### config.mk
export PLATFORM = sky130hd
export DESIGN_NAME = reg_reader
export DESIGN_NICKNAME = d
export VERILOG_FILES = /design/src/rtl/reg_reader.sv
export SDC_FILE = /design/constraint.sdc
export NUM_CORES = 1
export LEC_CHECK = 0
export ABC_AREA = 1
export CELL_PAD_IN_SITES_DETAIL_PLACEMENT = 0
export CELL_PAD_IN_SITES_GLOBAL_PLACEMENT = 1
export CORE_ASPECT_RATIO = 1.1
export CORE_MARGIN = 2
export CORE_UTILIZATION = 33
export CTS_CLUSTER_SIZE = 16
export DETAILED_ROUTE_END_ITERATION = 7
export HOLD_SLACK_MARGIN = 0.08
export PLACE_DENSITY = 0.87
export SLEW_MARGIN = 20
export SYNTH_ARGS = -nofsm -noshare
export SYNTH_HDL_FRONTEND = slang
export SYNTH_SLANG_ARGS = --single-unit
### constraint.sdc
create_clock -name clk -period 3.3 [get_ports clk]
set_input_delay 0.33 -clock clk [delete_from_list [all_inputs] [get_ports clk]]
set_output_delay 0.33 -clock clk [all_outputs]
set_load 0.05 [all_outputs]
### src/rtl/reg_reader.sv
// reg_reader: read-side port for a bank of one-bit registers.
//
// On acceptance of a request, the reader takes a snapshot of the bank outputs.
// It then streams the selected bits one per beat over a valid/ready handshake.
// The bank is never written.
//
// Handshake rules:
//   - A transfer happens on a rising edge where valid && ready.
//   - While valid is high and ready is low, every payload signal holds
//     stable.
//   - No valid depends combinationally on the matching ready.
//
// Ports:
//   clk        in   clock, all state changes on the rising edge
//   reset      in   synchronous active-high reset
//   reg_bits   in   live bank outputs, bit i = register i
//   req_valid  in   read request present
//   req_ready  out  reader can accept a request (high exactly in IDLE)
//   req_addr   in   first register to read
//   req_burst  in   0 = single register, 1 = req_addr..N_REGS-1
//   rd_valid   out  beat valid
//   rd_ready   in   consumer accepts the beat
//   rd_data    out  register bit (0 on an erroring request)
//   rd_addr    out  address of the bit on rd_data
//   rd_last    out  final beat of the request
//   rd_err     out  request address was >= N_REGS
//   busy       out  request in progress; this is also the FSM state
module reg_reader #(
    parameter int N_REGS = 8,
    parameter int ADDR_W = 3
) (
    input  logic              clk,
    input  logic              reset,
    input  logic [N_REGS-1:0] reg_bits,
    input  logic              req_valid,
    output logic              req_ready,
    input  logic [ADDR_W-1:0] req_addr,
    input  logic              req_burst,
    output logic              rd_valid,
    input  logic              rd_ready,
    output logic              rd_data,
    output logic [ADDR_W-1:0] rd_addr,
    output logic              rd_last,
    output logic              rd_err,
    output logic              busy
);

    typedef enum logic {
        IDLE = 1'b0,
        SEND = 1'b1
    } state_t;

    localparam logic [ADDR_W-1:0] LAST_ADDR = ADDR_W'(N_REGS - 1);
    // One extra bit so that N_REGS == 2^ADDR_W is representable.
    localparam logic [ADDR_W:0]   N_REGS_W  = (ADDR_W + 1)'(N_REGS);

    state_t              state_q, state_d;
    logic [N_REGS-1:0]   snap_q, snap_d;
    logic [ADDR_W-1:0]   cur_q, cur_d;
    logic                mode_q, mode_d;
    logic                err_q, err_d;

    logic                addr_oor;
    logic                last_beat;
    logic                sel_bit;

    assign addr_oor  = ({1'b0, req_addr} >= N_REGS_W);
    assign last_beat = err_q || !mode_q || (cur_q == LAST_ADDR);

    // Explicit compare mux: cur_q may exceed N_REGS-1 on an erroring request,
    // so the snapshot is never indexed directly with it.
    always_comb begin
        sel_bit = 1'b0;
        for (int i = 0; i < N_REGS; i++) begin
            if (cur_q == ADDR_W'(i)) begin
                sel_bit = snap_q[i];
            end
        end
    end

    // State register
    always_ff @(posedge clk) begin
        if (reset) begin
            state_q <= IDLE;
            snap_q  <= '0;
            cur_q   <= '0;
            mode_q  <= 1'b0;
            err_q   <= 1'b0;
        end else begin
            state_q <= state_d;
            snap_q  <= snap_d;
            cur_q   <= cur_d;
            mode_q  <= mode_d;
            err_q   <= err_d;
        end
    end

    // Next-state logic
    always_comb begin
        state_d = state_q;
        snap_d  = snap_q;
        cur_d   = cur_q;
        mode_d  = mode_q;
        err_d   = err_q;
        case (state_q)
            IDLE: begin
                if (req_valid) begin
                    snap_d  = reg_bits;
                    cur_d   = req_addr;
                    mode_d  = req_burst;
                    err_d   = addr_oor;
                    state_d = SEND;
                end
            end
            SEND: begin
                if (rd_ready) begin
                    if (last_beat) begin
                        state_d = IDLE;
                    end else begin
                        cur_d = cur_q + 1'b1;
                    end
                end
            end
            default: state_d = IDLE;
        endcase
    end

    // Output logic: depends on registered state only.
    always_comb begin
        req_ready = 1'b0;
        rd_valid  = 1'b0;
        rd_data   = 1'b0;
        rd_addr   = '0;
        rd_last   = 1'b0;
        rd_err    = 1'b0;
        busy      = 1'b0;
        case (state_q)
            IDLE: begin
                req_ready = 1'b1;
            end
            SEND: begin
                busy     = 1'b1;
                rd_valid = 1'b1;
                rd_addr  = cur_q;
                rd_data  = err_q ? 1'b0 : sel_bit;
                rd_last  = last_beat;
                rd_err   = err_q;
            end
            default: req_ready = 1'b1;
        endcase
    end

endmodule
==> flow_summary.toml <==
[sta]
hold_violations = 0
fmax_mhz = 368
max_slew_margin_pct = 63.6
finalCritPeriodShare_pct = 82.3
fin_crit_ns = 2.72
fin_tns_setup_ns = 0
fin_worst_skew_ns = 0.00277
setup_viol = 0
tightestPinTransition_ns = 0.544
slew_viol_final = 0
rsz0062_at_grt = "no"

[worst_setup_path]
reg2reg_to = "cur_q[0]$_SDFFE_PP0P_"
startpoint = "cur_q[0]$_SDFFE_PP0P_"
slowest_stage = "clkdlybuf4s50_1"
start_kind = "register"
reg2reg_from = "cur_q[0]$_SDFFE_PP0P_"
cp.required_ns = 2.97
arrival_ns = 2.39
path_depth = 7
endpoint_kind = "output port"
rr_worst_depth = 9
critical_path_buf_inv_count = 1
path_max_fanout = 5
regToRegSetupSlack_ns = 1.78
max_stage_delay_ns = 0.82
cpMostUsedCell = "ha_1"
crit_chain = "ha_1 -> ha_1 -> o21bai_1 -> a31oi_1 -> nand2_1 -> a21oi_1 -> clkdlybuf4s50_1"
critical-path-top-delay-family = "buffers and inverters"
worstSetupEndpoint = "rd_data"
critPathKind = "reg -> out"

[logic_synthesis]
syn_area_sq_um = 763
avgSynthCellArea_sq_um = 7.20
synth_seq_cells = 13
synth_top_family_by_area = "simple AND/OR/NAND/NOR gates"
yosysTopAreaCell = "dfxtp_1"
synth_compound_area_share_pct = 20.0
yosys.area.top_type_share_pct = 34.1
yosys.area_share.adder_pct = 9.84
syn_nets = 128
ys_types = 21
ys_seq_area_share_pct = 34.1
synth.area.top_cells = "dfxtp_1, nand2_1, ha_1, a21oi_1, inv_1"
yosys.area_share.simple_pct = 22.3
syn_inst = 106
synthMuxAreaShare_pct = 0
synthXorXnorAreaFrac_pct = 0
synth_warnings = 0

[routing]
dr.pass1.iters = 4
post_drt_wl_per_cell_microns = 9.80
drt_iter0_drc = 5
vias = 704
drc_errors = 0
routed_wl_mm = 1.55
drt.antenna.violating_nets = 0
vias_per_cell = 4.46

[final_layout]
fin_area_sq_mm = 0.00102
fin_util_pct = 45.6
drive_gt1_share_pct = 9.38
n_fill_cell = 216
layout_commonest_cell = "nand2_1"
final_nets = 151
most-common-layout-cells = "nand2_1, clkdlybuf4s50_1, inv_1, dfxtp_1, a21oi_1"
diodes = 0
syn2layout_area_growth_pct = 33.3
multi_input_area_sq_um = 402
regArea_sq_um = 260

[clocking]
clk_latency_ns = 0.27
path_clk_slew_ns = 0.09
cts_hold_buf = 0
post_cts_buffers = 0
tritoncts = "done"
numCtsBuffers = 3
cts_resized = 0
ctsRootBufferMaster = "clkbuf_4"
cts-htree-levels = 1
ctsLongestPathBuffers = 2
cts_sinks = 13

[global_route]
grt_max_degree = 14
antenna_found_initial = 0
grt_pass1_vias = 720
grt_pass1_wl_mm = 2.86
met3_usage_pct = 2.73
overflow = 0
met2_usage_pct = 24.7
grt_usage_pct = 13.8
busiest_layer = "met2"
grt_use_met1_pct = 15.2

[power]
finalPower_uw = 406
leakagePower_nw = 0.455
p_per_area_mw_per_mm2 = 399
max-vdd-ir-drop_mv = 0.282

[run]
drv_cap = 0

[status]
status = "complete, no violations"

[placement]
hpwlAfterDp_mm = 1.22
port_buffers = 23
place_congestion = 0.766
place_area_sq_um = 990

[die]
die_x_microns = 49.9
rows = 18
core_area_sq_mm = 0.00223
die_area_sq_mm = 0.00271
ioPinCount = 25
die_h_microns = 54.4
start_util_pct = 34.2

[hold_path]
min_path_type = "reg -> reg"
==> area by class of cell <==
type                            count  area share (%)
Clock buffer                        3            2.21
Clock inverter                      1           0.492
Inverter                           16            5.90
Multi-Input combinational cell     72            39.5
Sequential cell                    13            25.6
Tap cell                           30            3.69
Timing Repair Buffer               23            22.6
==> through the flow <==
stage | worst slack (ns) | instances | hold slack, ns
after CTS | 0.571 | 158 | 0.470
after detailed placement | 0.885 | 154 | 0.457
final | 0.583 | 158 | 0.467
after floorplan | 1.16 | 106 | 0.403
after global placement | 0.898 | 154 | 0.452
after global routing | 0.389 | 158 | 0.490
==> state kept, by name, summed over array words and instances (netlist names) <==
register	flops
cur_q	3
mode_q	1
snap_q	8
state_q	1
==> worst register-to-register path, stage by stage (launching register included) <==
cell	delay, ns
dfxtp_1	0.42
ha_1	0.23
ha_1	0.16
inv_1	0.06
nand2_1	0.08
nand2_1	0.10
o21ai_4	0.11
inv_2	0.08
nor2_1	0.11
a211oi_2	0.04
==> metal layers <==
layer	wire length [microns]	share of wire (%)
met1	686	44
met2	774	50
met3	63	4.1
met4	23	1.5
met5	0	0
==> worst min-delay path by stage <==
stage,slack (ns),cells past startpoint,end,startpoint
floorplan,0.40,1,cur_q[0]$_SDFFE_PP0P_,reset
global placement,0.45,2,snap_q[4]$_SDFFE_PP0P_,snap_q[4]$_SDFFE_PP0P_
detailed placement,0.46,2,snap_q[0]$_SDFFE_PP0P_,snap_q[0]$_SDFFE_PP0P_
CTS,0.47,2,snap_q[0]$_SDFFE_PP0P_,snap_q[0]$_SDFFE_PP0P_
global route,0.49,2,mode_q$_SDFFE_PP0P_,mode_q$_SDFFE_PP0P_
finish,0.47,2,snap_q[7]$_SDFFE_PP0P_,snap_q[7]$_SDFFE_PP0P_
==> power breakdown <==
part / total (mW) / internal, mW / switching (mW)
logic: 0.126 / 0.0514 / 0.0745
registers: 0.181 / 0.169 / 0.0122
clock network: 0.0994 / 0.0449 / 0.0546
==> cell usage after synthesis <==
| library cell | instances |
|---|---|
| nor2_1 | 2 |
| o21ai_4 | 1 |
| nor2_4 | 1 |
| o21bai_1 | 2 |
| dfxtp_1 | 13 |
| clkbuf_1 | 1 |
| a211oi_2 | 2 |
| buf_4 | 2 |
| nand2_2 | 1 |
| buf_6 | 2 |
| a21oi_1 | 11 |
| inv_1 | 13 |
| a221oi_1 | 1 |
| nor3_1 | 1 |
| conb_1 | 1 |
| nand3_1 | 1 |
| ha_1 | 6 |
| a31oi_1 | 2 |
| o21ai_0 | 4 |
| nand2_1 | 36 |
| inv_2 | 3 |
==> kinds of logic (layout without fill, tap and decap cells) <==
kind of cell | count (synthesis) | count (layout)
AND/OR/NAND/NOR | 42 | 42
AO/OA/AOI/OAI | 23 | 23
buffers and inverters | 21 | 43
flip-flops | 13 | 13
adder cells (fa/ha/maj) | 6 | 6
other | 1 | 1
(Power assumes the default switching activity.)
